File: src/rtl/zero_detect_ctrl.sv
// Shared equality/zero-detect unit for beq/bne resolution: two round-robin requesters,
// with one CHUNK-wide OR-reduction reused across cycles, LSB chunk first, exiting on the first nonzero chunk.
module zero_detect_ctrl #(
  parameter int WIDTH = 32,
  parameter int CHUNK = 8
) (
  input  logic             clk,
  input  logic             rst,
  input  logic             req0_valid,
  input  logic [WIDTH-1:0] req0_a,
  input  logic [WIDTH-1:0] req0_b,
  input  logic             req0_ne,
  output logic             req0_ready,
  input  logic             req1_valid,
  input  logic [WIDTH-1:0] req1_a,
  input  logic [WIDTH-1:0] req1_b,
  input  logic             req1_ne,
  output logic             req1_ready,
  output logic             resp_valid,
  input  logic             resp_ready,
  output logic             resp_id,
  output logic             resp_zero,
  output logic             resp_taken,
  output logic             busy
);

  localparam int NCHUNK = WIDTH / CHUNK;
  localparam int CW     = (NCHUNK > 1) ? $clog2(NCHUNK) : 1;

  typedef enum logic [1:0] {IDLE, SCAN, DONE} state_e;

  state_e             state_q, state_d;
  logic               last_q, last_d;
  logic [CW-1:0]      cnt_q, cnt_d;
  logic               acc_q, acc_d;
  logic               id_q, id_d;
  logic               ne_q, ne_d;
  logic [WIDTH-1:0]   diff_q, diff_d;

  logic               gnt0, gnt1;
  logic [CHUNK-1:0]   chunk;
  logic               hit;
  logic               in_done;

  // last_q names the previous winner, so on contention the other requester goes next.
  assign gnt0 = req0_valid & (~req1_valid | last_q);
  assign gnt1 = req1_valid & (~req0_valid | ~last_q);

  assign chunk = diff_q[int'(cnt_q)*CHUNK +: CHUNK];
  assign hit   = |chunk;

  always_comb begin
    // NOTE: every next-state value gets a hold default first so no path leaves a latch.
    state_d = state_q;
    last_d  = last_q;
    cnt_d   = cnt_q;
    acc_d   = acc_q;
    id_d    = id_q;
    ne_d    = ne_q;
    diff_d  = diff_q;
    unique case (state_q)
      IDLE: begin
        if (gnt0 | gnt1) begin
          diff_d  = gnt1 ? (req1_a ^ req1_b) : (req0_a ^ req0_b);
          ne_d    = gnt1 ? req1_ne : req0_ne;
          id_d    = gnt1;
          last_d  = gnt1;
          cnt_d   = '0;
          acc_d   = 1'b0;
          state_d = SCAN;
        end
      end
      SCAN: begin
        if (hit) begin
          acc_d   = 1'b1;
          state_d = DONE;
        end else if (cnt_q == CW'(NCHUNK - 1)) begin
          state_d = DONE;
        end else begin
          cnt_d = cnt_q + 1'b1;
        end
      end
      DONE: begin
        if (resp_ready) state_d = IDLE;
      end
      default: state_d = IDLE;
    endcase
  end

  always_ff @(posedge clk) begin
    // NOTE: sequential state uses non-blocking assignments only, so every register samples pre-edge values.
    if (rst) begin
      state_q <= IDLE;
      last_q  <= 1'b1;
      cnt_q   <= '0;
      acc_q   <= 1'b0;
      id_q    <= 1'b0;
      ne_q    <= 1'b0;
      // NOTE: diff_q is rewritten on every accept; it is cleared only to keep reset state deterministic.
      diff_q  <= '0;
    end else begin
      state_q <= state_d;
      last_q  <= last_d;
      cnt_q   <= cnt_d;
      acc_q   <= acc_d;
      id_q    <= id_d;
      ne_q    <= ne_d;
      diff_q  <= diff_d;
    end
  end

  assign in_done    = (state_q == DONE);
  assign req0_ready = (state_q == IDLE) & gnt0 & ~rst;
  assign req1_ready = (state_q == IDLE) & gnt1 & ~rst;
  assign resp_valid = in_done;
  assign resp_id    = in_done & id_q;
  assign resp_zero  = in_done & ~acc_q;
  assign resp_taken = in_done & (ne_q ^ ~acc_q);
  assign busy       = (state_q != IDLE);

endmodule

File: config.mk
export PLATFORM = sky130hd
export DESIGN_NAME = zero_detect_ctrl
export DESIGN_NICKNAME = d
export VERILOG_FILES = /design/src/rtl/zero_detect_ctrl.sv
export SDC_FILE = /design/constraint.sdc
export NUM_CORES = 1
export LEC_CHECK = 0
export BUFFER_PORTS_ARGS = -buffer_cell sky130_fd_sc_hd__buf_2
export CORE_MARGIN = 3
export CORE_UTILIZATION = 37
export DETAILED_ROUTE_END_ITERATION = 16
export PLACE_DENSITY = 0.69
export SLEW_MARGIN = 30
export SYNTH_ARGS = -nofsm -noshare
export SYNTH_HDL_FRONTEND = slang
export SYNTH_SLANG_ARGS = --single-unit
File: constraint.sdc
create_clock -name clk -period 3.9 [get_ports clk]
set_input_delay 0.195 -clock clk [delete_from_list [all_inputs] [get_ports clk]]
set_output_delay 0.195 -clock clk [all_outputs]
set_load 0.02 [all_outputs]
**Yosys cells after proc, flatten, opt, wreduce, memory -nomap -nowiden**

Cells that the tools add are included.

- Add/sub/neg operators: 1
- Eq/ne operators: 9
- Shift operators: 1
- Mux-type cells: 14
- Bitwise operators: 20
- Reductions and logical operators: 8

Operator list:

| kind | count |
|---|---|
| XOR 32 bit | 2 |
| 2-to-1 mux 32 bit | 1 |
| indexed part select 32 x 6 -> 8 bit | 1 |
| 2-to-1 mux 2 bit | 7 |
| != test 2 bit, second input constant | 5 |
| AND 1 bit | 9 |
| OR reduction 8 bit | 1 |
| one-hot mux 2 bit (3 select lines) | 1 |
| AND reduction 3 bit | 2 |
| NOT 1 bit | 5 |
| == test 2 bit, second input constant | 2 |
| one-hot mux 2 bit (2 select lines) | 1 |
| AND reduction 4 bit | 1 |
| nonzero test 2 bit | 2 |
| 2-to-1 mux 1 bit | 3 |
| != test 3 bit, second input constant | 1 |
| bitwise OR 1 bit | 3 |
| adder 2 x 1 -> 2 bit, second input constant | 1 |
| == test 2 x 1 -> 1 bit, second input constant | 1 |
| zero test 2 bit | 1 |
| one-hot mux 1 bit (2 select lines) | 1 |
| AND reduction 2 bit | 1 |
| XOR 1 bit | 1 |

- Flip-flop bits (word level): 40
- Input bits: 135
- Output and inout port bits: 7
- Logic and storage cells: 60

**Logic depth before layout (Yosys ltp)**

Gate-level depths: netlist (run 1).

- Word-level depth: 6
- Depth in mapped cells: 6
- Depth with buffers taken out: 5

**Worst setup path after synthesis (run 1)**

No wires, ideal clock.

- Path kind: reg2out
- Start point: register state_q[0]
- End point: output port req0_ready
- Arrival: 1.481 ns
- Data required time: 3.705 ns
- Slack: 2.224 ns
- Cell stages (with the launch flop): 4
- Path buffers: 0
- Cell sequence: dfxtp_1 -> nor2_1 -> inv_1 -> nor4b_1

- Longest elaborated chain between the ends: 3

RTL lines:

| element | RTL line | text |
|---|---|---|
| start, declared | 32 | `state_e state_q, state_d;` |
| start signal, assigned | 102 | `state_q <= state_d;` |
| zero test 2 bit | 113 | `assign req0_ready = (state_q == IDLE) & gnt0 & ~rst;` |
| AND 1 bit (2 in series) | 113 |  |
| end, declared | 13 | `output logic req0_ready,` |

Every way passes these cells.

**Worst setup path after layout (run 1)**

- Start point: register last_q
- End point: output port req1_ready

- Longest elaborated chain between the ends: 5

RTL lines:

| element | RTL line | text |
|---|---|---|
| start, declared | 33 | `logic last_q, last_d;` |
| start signal, assigned | 103 | `last_q <= last_d;` |
| NOT 1 bit | 47 | `assign gnt1 = req1_valid & (~req0_valid \| ~last_q);` |
| bitwise OR 1 bit | 47 |  |
| AND 1 bit | 47 |  |
| AND 1 bit (2 in series) | 114 | `assign req1_ready = (state_q == IDLE) & gnt1 & ~rst;` |
| end, declared | 18 | `output logic req1_ready,` |

Every way passes these cells.

==> metrics.md, run 1 <==
| Metric | Value |
|---|---|
| Status | `completed` |
| Maximum vdd drop | `0.000381 V` |
| FF-to-FF Start | `last_q` |
| Synth Area in Adders | `0.00509` |
| CTS resizes | `0` |
| Routed WL per cell | `10.5 um` |
| Setup violations, final | `0` |
| Worst-Margin Slew | `723 ps` |
| Mapped Nets | `446` |
| Fin crit share | `0.583` |
| Post-layout util | `0.515` |
| Reg2reg path depth | `6` |
| Die H | `87.5 um` |
| Gr ovfl total | `0` |
| Simple-gate portion of the synthesized area | `0.177` |
| Largest family of logic cells by synthesized area | `XOR/XNOR gates` |
| Placeable Area | `0.00639 mm2` |
| Post-DP HPWL | `4320 um` |
| Synth Register Bits | `40` |
| Synth cell types | `34` |
| Area contributors post-synth | `dfxtp_1 (33%), xor2_1 (12%), xnor2_1 (11%)` |
| Top post-synthesis cells by count | `nor2_1 (74), dfxtp_1 (40), a21oi_1 (37)` |
| Clock slew seen by the registers of the worst setup and hold paths | `70 ps` |
| Root buf cell | `clkbuf_8` |
| Crit. End Element | `output pin` |
| Number of synthesized flops with an enable pin | `0` |
| Latest clock arrival within the worst-skew pair | `290 ps` |
| Seq/Total Area, Yosys | `0.326` |
| Layout cells sized above 1 | `0.351` |
| Initial Utilization | `0.385` |
| H-tree depth | `2` |
| Hold_ws | `267 ps` |
| Gpl congestion | `0.735` |
| IO Pins | `142` |
| Synth warn | `0` |
| R2r setup slk | `1900 ps` |
| Power, Total | `1.36 mW` |
| Final setup margin | `1630 ps` |
| Worst setup path category | `flip-flop to output pin` |
| Mapped cell area | `0.00246 mm2` |
| # diodes | `0` |
| Tmin final | `2270 ps` |
| Share of the synthesized area in the top cell type | `0.326` |
| Port-buffer cells | `141` |
| Post-CTS Setup Bufs | `0` |
| Power per Cell Area | `415 mW/mm2` |
| Gr usage total | `0.140` |
| Nets@finish | `577` |
| Cell row count | `29` |
| Hold endpoint | `state_q[1]` |
| Vias/cell | `4.80` |
| Final hold vios | `0` |
| Die W | `87.5 um` |
| RSZ-0062 raised after global routing | `false` |
| Final setup TNS | `0 ps` |
| Via count | `2485` |
| Layout Area Growth over Synthesis | `33.8%` |
| Worst R2R End | `ne_q` |
| Total Wirelength | `5460 um` |
| Highest clock rate | `440 MHz` |
| Cell taking the most area after synthesis | `dfxtp_1` |
| Nature of the critical path startpoint | `flip-flop` |
| Hold Crit Depth | `3` |
| Async S/R FF share, synth | `0` |
| CTS Buf Count | `5` |
| Pre-antenna DRT Iters | `4` |
| Slew Limit Fails | `0` |
| Post-Synthesis Cells | `310` |
| Max Cap Viol | `0` |
| CTS tree | `done` |
| Count leader, synth | `nor2_1` |
| Initial drt markers | `77` |
| Compound-cell area share of the yosys netlist | `0.212` |
| Largest net degree at the start of global routing | `68` |
| Vias in the first global route | `2187` |
| Clk sinks | `40` |
| Die footprint | `0.00766 mm2` |
| Setup WS pre-CTS | `1840 ps` |
| First-pass GRT wire length | `8710 um` |
| Top FF cell, synth | `dfxtp_1` |
| Worst hold-check path type | `primary input to flip-flop` |
| Clock Path Buffers | `2` |
| Max Fanout on Critical Path | `39` |
| Worst clock skew | `7.12 ps` |
| Pleak | `1.50 nW` |
| Avg Inst Size Synth | `7.94 um2` |
| Detail Route Antenna Nets | `0` |
| Critical Path RT | `3700 ps` |
| Number of remaining DRC errors | `0` |
| Worst EP arrival | `2080 ps` |
| Hold_buf cts | `0` |
| Post-synthesis mux area share | `0.00814` |
| Hold_sp | `resp_ready` |
| Worst slew margin | `0.518` |
| Xor and xnor area share after synthesis | `0.231` |
| Initial antenna violation count | `0` |
cell usage in the layout (no fill, tap or decap), types with 2 or more instances in the layout:
master and instances:
a211oi_1 34, a21oi_1 37, buf_2 141, buf_4 2
clkbuf_8 5, dfxtp_1 40, inv_1 5, mux2i_1 2
nand2_1 4, nand2b_1 2, nor2_1 74, nor3_1 4
nor4_1 5, xnor2_1 32, xor2_1 33
worst max path at each step:
stage | slack [ps] | cells after the start | start | end
finish | 1630 | 4 | last_q | req1_ready
global route | 1430 | 4 | last_q | req1_ready
CTS | 1590 | 4 | last_q | req1_ready
detailed placement | 1840 | 7 | req1_valid | ne_q
global placement | 1880 | 7 | req1_valid | diff_q[31]
floorplan | 2220 | 3 | state_q[0] | req0_ready
sequential cells by signal, summed over array words and instances (netlist names):
name,cells
acc_q,1
cnt_q,2
diff_q,32
id_q,1
last_q,1
ne_q,1
state_q,2
cell type report:
cell class,instances,area [um2]
Fill cell,642,3090
Multi-Input combinational cell,246,1580
Sequential cell,40,801
Timing Repair Buffer,143,721
Tap cell,77,96.3
Clock buffer,6,72.6
Inverter,5,18.8
Clock inverter,1,5.00
metrics by stage:
step	std cells	cell area (um2)
after global routing	518	3290
after CTS	518	3290
after floorplan	310	2460
after detailed placement	511	3210
after global placement	511	3210
final	518	3290
where the power goes:
part           switching (mW)  leakage [nW]  internal [mW]  total (mW)
combinational           0.314          1.13          0.251       0.564
sequential             0.0563         0.330          0.497       0.553
clock                   0.126        0.0410          0.121       0.247
metal layers:
| layer | GRT usage | vias up | routed length [um] |
|---|---|---|---|
| li1 | - | 1320 | - |
| met1 | 0.164 | 1089 | 2230 |
| met2 | 0.252 | 69 | 2810 |
| met3 | 0.0282 | 7 | 348 |
| met4 | 0.0502 | 0 | 72 |
| met5 | 0 | - | 0 |
logic make-up (layout without fill, tap and decap cells):
logic type | count (synthesis) | in the layout
multiplexers | 2 | 2
XOR/XNOR | 65 | 65
buffers and inverters | 24 | 155
AND/OR/NAND/NOR | 98 | 98
flip-flops | 40 | 40
AO/OA/AOI/OAI | 80 | 80
adder cells (fa/ha/maj) | 1 | 1
worst max-delay path, stage by stage (launching register included):
cell      delay (ps)
dfxtp_1          350
a21boi_4         560
buf_4            450
nor3b_1          210
buf_2            190
Note: power is estimated with default switching activity, not from simulation.
==> run 2: changes to the inputs <==
clock period = 2.3 ns   (was 3.9 ns; I/O delays follow)
==> run 2 against run 1 <==
  * Critical path type is now flip-flop to flip-flop
  * Hold slack worse by 90 ps
  * Clock-buffer cell count increased by 2
  * Global-route usage grew 0.22 points
  * Highest routed layer unchanged
==> metrics.md, run 2 (synthesis results as in run 1) <==
| Metric | Value |
|---|---|
| Number of remaining DRC errors | `0 (unchanged)` |
| # diodes | `0 (unchanged)` |
| Die W | `87.5 um (unchanged)` |
| Crit. End Element | `flip-flop` |
| Total Wirelength | `5380 um (-1.5%)` |
| Placeable Area | `0.00639 mm2 (unchanged)` |
| Pleak | `1.51 nW (+0.55%)` |
| H-tree depth | `2 (unchanged)` |
| Final hold vios | `0 (unchanged)` |
| Nature of the critical path startpoint | `flip-flop` |
| Commonest non-fill, non-tap cell in the layout | `buf_2` |
| R2r setup slk | `500 ps (-1400 ps)` |
| Tmin final | `1800 ps` |
| Worst R2R End | `diff_q[0]` |
| Root buf cell | `clkbuf_8` |
| FF-to-FF Start | `state_q[0]` |
| Critical Path RT | `2510 ps (-1190 ps)` |
| CTS resizes | `0 (unchanged)` |
| Cell row count | `29 (unchanged)` |
| Via count | `2443 (-1.7%)` |
| Post-DP HPWL | `4260 um (-1.3%)` |
| Status | `completed` |
| Clk sinks | `40 (unchanged)` |
| CTS tree | `done` |
| Final setup TNS | `0 ps (unchanged)` |
| Gr ovfl total | `0 (unchanged)` |
| RSZ-0062 raised after global routing | `false` |
| Worst clock skew | `2.51 ps (-4.62 ps)` |
| Top layer in use | `met4` |
| CTS Buf Count | `5 (unchanged)` |
| Reg2reg path depth | `6 (unchanged)` |
| Fin crit share | `0.783` |
| Max Fanout on Critical Path | `36 (-7.7%)` |
| Hold_buf cts | `0 (unchanged)` |
| Port-buffer cells | `141 (unchanged)` |
| Latest clock arrival within the worst-skew pair | `280 ps (about the same)` |
| Clock Path Buffers | `2 (unchanged)` |
| Wire length on met3 | `319 um (-8.3%)` |
| Pre-antenna DRT Iters | `4 (unchanged)` |
| Clock slew seen by the registers of the worst setup and hold paths | `70 ps (about the same)` |
| Initial Utilization | `0.385 (unchanged)` |
| Worst-Margin Slew | `746 ps (+22.8 ps)` |
| Hold endpoint | `state_q[1]` |
| Layout Area Growth over Synthesis | `34.8%` |
| Detail Route Antenna Nets | `0 (unchanged)` |
| Worst hold-check path type | `primary input to flip-flop` |
| IO Pins | `142 (unchanged)` |
| Largest net degree at the start of global routing | `68 (unchanged)` |
| DRT met1 WL | `2330 um (+4.1%)` |
| Setup violations, final | `0 (unchanged)` |
| Slew Limit Fails | `0 (unchanged)` |
| Die H | `87.5 um (unchanged)` |
| Layout cells sized above 1 | `0.351 (-0.000795)` |
| Max Cap Viol | `0 (unchanged)` |
| Worst setup path category | `flip-flop to flip-flop` |
| Worst slew margin | `0.503 (-0.0152)` |
| Placed Instances | `511 (unchanged)` |
| Die footprint | `0.00766 mm2 (unchanged)` |
| Most frequent cells in the layout | `buf_2 (141), nor2_1 (74), dfxtp_1 (40), a21oi_1 (37), a211oi_1 (34)` |
| Gr usage total | `0.142 (+0.00220)` |
| Nets@finish | `577 (unchanged)` |
| Max FFs per register | `32 (unchanged)` |
| Worst EP arrival | `2020 ps (-60 ps)` |
| Hold_sp | `resp_ready` |
| Met2 WL | `2670 um (-4.9%)` |
| # fillers | `657 (+2.3%)` |
| Vias/cell | `4.71 (-1.9%)` |
| Highest clock rate | `555 MHz` |
| Routed WL per cell | `10.4 um (-1.7%)` |
| Gpl congestion | `0.761 (+3.5%)` |
| Hold Crit Depth | `3 (unchanged)` |
| Biggest regs | `diff_q: 32 flops, cnt_q: 2 flops, state_q: 2 flops` |
| Initial antenna violation count | `0 (unchanged)` |
| Power per Cell Area | `708 mW/mm2 (+71%)` |
| First-pass GRT wire length | `8880 um (+1.9%)` |
| Hold_ws | `176 ps (-90.1 ps)` |
| Maximum vdd drop | `0.000495 V (+30%)` |
| Most flop-heavy register | `diff_q` |
| Finished Layout Cells | `519 (+0.19%)` |
| Post-CTS Setup Bufs | `0 (unchanged)` |
| Vias in the first global route | `2167 (-0.91%)` |
| Initial drt markers | `70 (-9.1%)` |
[run 2: changes by cell type in the layout (fill, tap and decap cells not counted), sizes merged]
cell and delta:
clkbuf +2, clkinv -1
[run 2: worst max-delay path by stage]
stage                    start    endpoint
finish              state_q[0]   diff_q[0]
global route        state_q[0]   diff_q[9]
detailed placement  req1_valid   diff_q[1]
CTS                 state_q[0]  diff_q[31]
global placement    req1_valid  diff_q[31]
floorplan           state_q[0]  req0_ready
[run 2: power by group]
part | switching [mW] | internal [mW] | leakage [nW]
registers | 0.0992 | 0.843 | 0.330
clock network | 0.213 | 0.244 | 0.0455
logic | 0.520 | 0.430 | 1.14
[run 2: routing by layer]
metal / up-vias / track usage
met5: - / 0
met4: 0 / 0.0586
met3: 5 / 0.0273
met2: 67 / 0.250
met1: 1043 / 0.170
li1: 1328 / -
[run 2: cell type report]
type	count	area [um2]	share of cell area
Multi-Input combinational cell	246	1580	0.476
Sequential cell	40	801	0.241
Timing Repair Buffer	143	733	0.221
Tap cell	77	96.3	0.0290
Clock buffer	8	90.1	0.0272
Inverter	5	18.8	0.00566
[run 2: stage by stage]
| stage | instance area [um2] | power, mW | utilization | setup WS (ps) |
|---|---|---|---|---|
| after CTS | 3320 | 2.39 | 0.519 | 480 |
| after floorplan | 2460 | 1.63 | - | 704 |
| final | 3320 | 2.35 | 0.519 | 499 |
| after detailed placement | 3230 | 1.93 | 0.505 | 488 |
| after global placement | 3230 | 1.91 | 0.505 | 503 |
| after global routing | 3320 | 2.57 | 0.519 | 240 |
[run 2: critical path, cell delays in order (launching register included)]
cell	delay (ps)
dfxtp_1	360
nor2_1	340
o21ai_4	290
buf_4	330
a211oi_1	220
a21oi_1	70
nor2_1	100
==> run 3: changes to the inputs <==
clock period = 1.7 ns   (was 2.3 ns; I/O delays follow)
==> run 3 against run 2 <==
  * Clock-buffer cell count fell by 1
  * First-iteration DRC count rose by 1.4%
  * Total power rose by 48%
  * Fmax rose by 16%
  * Utilization rose by 1.7 points
  * Setup slack got worse by 350 ps
  * Global-route usage rose by 0.77 points
  * Wire length rose by 6.9%
  * Critical path type unchanged
  * Critical endpoint is now state_q[0]
  * Highest routed layer unchanged
==> metrics.md, run 3 (synthesis results as in run 1) <==
| Metric | Value |
|---|---|
| Status | `completed` |
| # fillers | `619 (-5.8%)` |
| Fin crit share | `0.910 (+0.127)` |
| Vias/cell | `4.78 (+1.5%)` |
| Critical Path RT | `1860 ps (-650 ps)` |
| Number of remaining DRC errors | `0 (unchanged)` |
| Port-buffer cells | `141 (unchanged)` |
| Latest clock arrival within the worst-skew pair | `280 ps (about the same)` |
| Via count | `2493 (+2.0%)` |
| IO Pins | `142 (unchanged)` |
| Most frequent cells in the layout | `buf_2 (141), nor2_1 (73), dfxtp_1 (39), a21oi_1 (37), a211oi_1 (34)` |
| Max Fanout on Critical Path | `7 (-81%)` |
| Initial Utilization | `0.385 (unchanged)` |
| Initial antenna violation count | `0 (unchanged)` |
| Gr usage total | `0.150 (+0.00773)` |
| Clk sinks | `40 (unchanged)` |
| Slew Limit Fails | `0 (unchanged)` |
| Largest net degree at the start of global routing | `45 (-34%)` |
| CTS Buf Count | `5 (unchanged)` |
| Layout cells sized above 1 | `0.369 (+0.0179)` |
| Cell row count | `29 (unchanged)` |
| Power per Cell Area | `1020 mW/mm2 (+44%)` |
| Gpl congestion | `0.767 (+0.80%)` |
| Worst-Margin Slew | `485 ps (-261 ps)` |
| Post-layout util | `0.536 (+0.0170)` |
| Placeable Area | `0.00639 mm2 (unchanged)` |
| Worst hold-check path type | `primary input to flip-flop` |
| Pre-antenna DRT Iters | `4 (unchanged)` |
| Tmin final | `1550 ps (-254 ps)` |
| Hold_buf cts | `0 (unchanged)` |
| Register area | `802 um2 (+0.16%)` |
| Post-DP HPWL | `4680 um (+9.7%)` |
| Power, Total | `3.49 mW (+48%)` |
| H-tree depth | `2 (unchanged)` |
| Gr ovfl total | `0 (unchanged)` |
| Highest clock rate | `646 MHz (+16%)` |
| Die W | `87.5 um (unchanged)` |
| Setup violations, final | `0 (unchanged)` |
| Max FFs per register | `32 (unchanged)` |
| Hold_ws | `174 ps (-1.97 ps)` |
| Most flop-heavy register | `diff_q` |
| # diodes | `0 (unchanged)` |
| Nets@finish | `580 (+0.52%)` |
| Final setup TNS | `0 ps (unchanged)` |
| Maximum vdd drop | `0.000636 V (+29%)` |
| Layout Area Growth over Synthesis | `39.3%` |
| Worst setup path category | `flip-flop to flip-flop` |
| Clock Path Buffers | `2 (unchanged)` |
| Crit. End Element | `flip-flop` |
| Detail Route Antenna Nets | `0 (unchanged)` |
| First-pass GRT wire length | `9490 um (+6.9%)` |
| Nature of the critical path startpoint | `flip-flop` |
| Die footprint | `0.00766 mm2 (unchanged)` |
| Initial drt markers | `71 (+1.4%)` |
| Max Cap Viol | `0 (unchanged)` |
| Total Wirelength | `5750 um (+6.9%)` |
| Vias in the first global route | `2334 (+7.7%)` |
| Root buf cell | `clkbuf_8` |
| Worst EP arrival | `1700 ps (-320 ps)` |
| Worst clock skew | `5.52 ps (+3.01 ps)` |
| Multi-input logic area | `0.00160 mm2 (+1.5%)` |
| Pleak | `1.56 nW (+3.2%)` |
| Worst slew margin | `0.677 (+0.174)` |
| RSZ-0062 raised after global routing | `false` |
| Clock slew seen by the registers of the worst setup and hold paths | `70 ps (about the same)` |
| Commonest non-fill, non-tap cell in the layout | `buf_2` |
| Final hold vios | `0 (unchanged)` |
| Routed WL per cell | `11.0 um (+6.3%)` |
| Die H | `87.5 um (unchanged)` |
| CTS tree | `done` |
| Biggest regs | `diff_q: 32 flops, cnt_q: 2 flops, state_q: 2 flops` |
## run 3: cell count changes in the layout (fill, tap and decap cells not counted)
cell	previous run	this run
buf_4	1	2
nor2_1	74	73
clkbuf_8	6	7
clkbuf_1	2	0
buf_12	1	3
nor2_2	0	1
bufinv_16	0	1
nor4_2	1	2
nor4_1	5	3
dfxtp_1	40	39
nor4_4	0	1
dfxtp_2	0	1
## run 3: cell type report
cell class	instances	share of cell area
tap	77	0.0281
multi-input combinational	246	0.467
clock buffer	7	0.0281
timing repair buffer	146	0.228
clock inverter	1	0.00877
inverter	5	0.00548
sequential	40	0.234
## run 3: power breakdown
group | switching (mW) | internal (mW)
sequential | 0.150 | 1.14
clock | 0.306 | 0.518
combinational | 0.728 | 0.644
total | 1.18 | 2.30
## run 3: per-stage QoR
step                setup slack [ps]  std cells  instance area, um2
global placement                 132        514                3270
detailed placement               148        514                3270
global route                    1.06        522                3430
finish                           153        522                3430
CTS                             33.2        522                3400
floorplan                        134        310                2460
## run 3: critical path, stage by stage, from the launching register on
cell      delay [ps]
dfxtp_1          470
inv_1             90
a211oi_1         370
a211oi_2         100
or2_1            240
nor3b_2          160
## run 3: repair_timing
| action | in CTS | in global routing |
|---|---|---|
| gates resized for setup | 0 | 5 |
| setup endpoints to repair | 0 | 6 |
| buffers inserted | 0 | 0 |
## run 3: worst paths after layout
| kind | depth (start not counted) | slack, ps | end | from |
|---|---|---|---|---|
| setup / recovery | 5 | 150 | state_q[0] | cnt_q[0] |
| setup reg to reg | 5 | 150 | state_q[0] | cnt_q[0] |
| hold reg to reg | 2 | 490 | diff_q[21] | diff_q[21] |
| hold / removal | 3 | 170 | state_q[1] | resp_ready |
## run 3: metal layers
layer	GRT usage	routed length [um]	vias to the layer above	part of all wire
li1	-	-	1333	-
met1	0.173	2390	1086	0.42
met2	0.282	2960	70	0.52
met3	0.0273	341	4	0.059
met4	0.0418	57	0	0.0099
met5	0	0	-	0
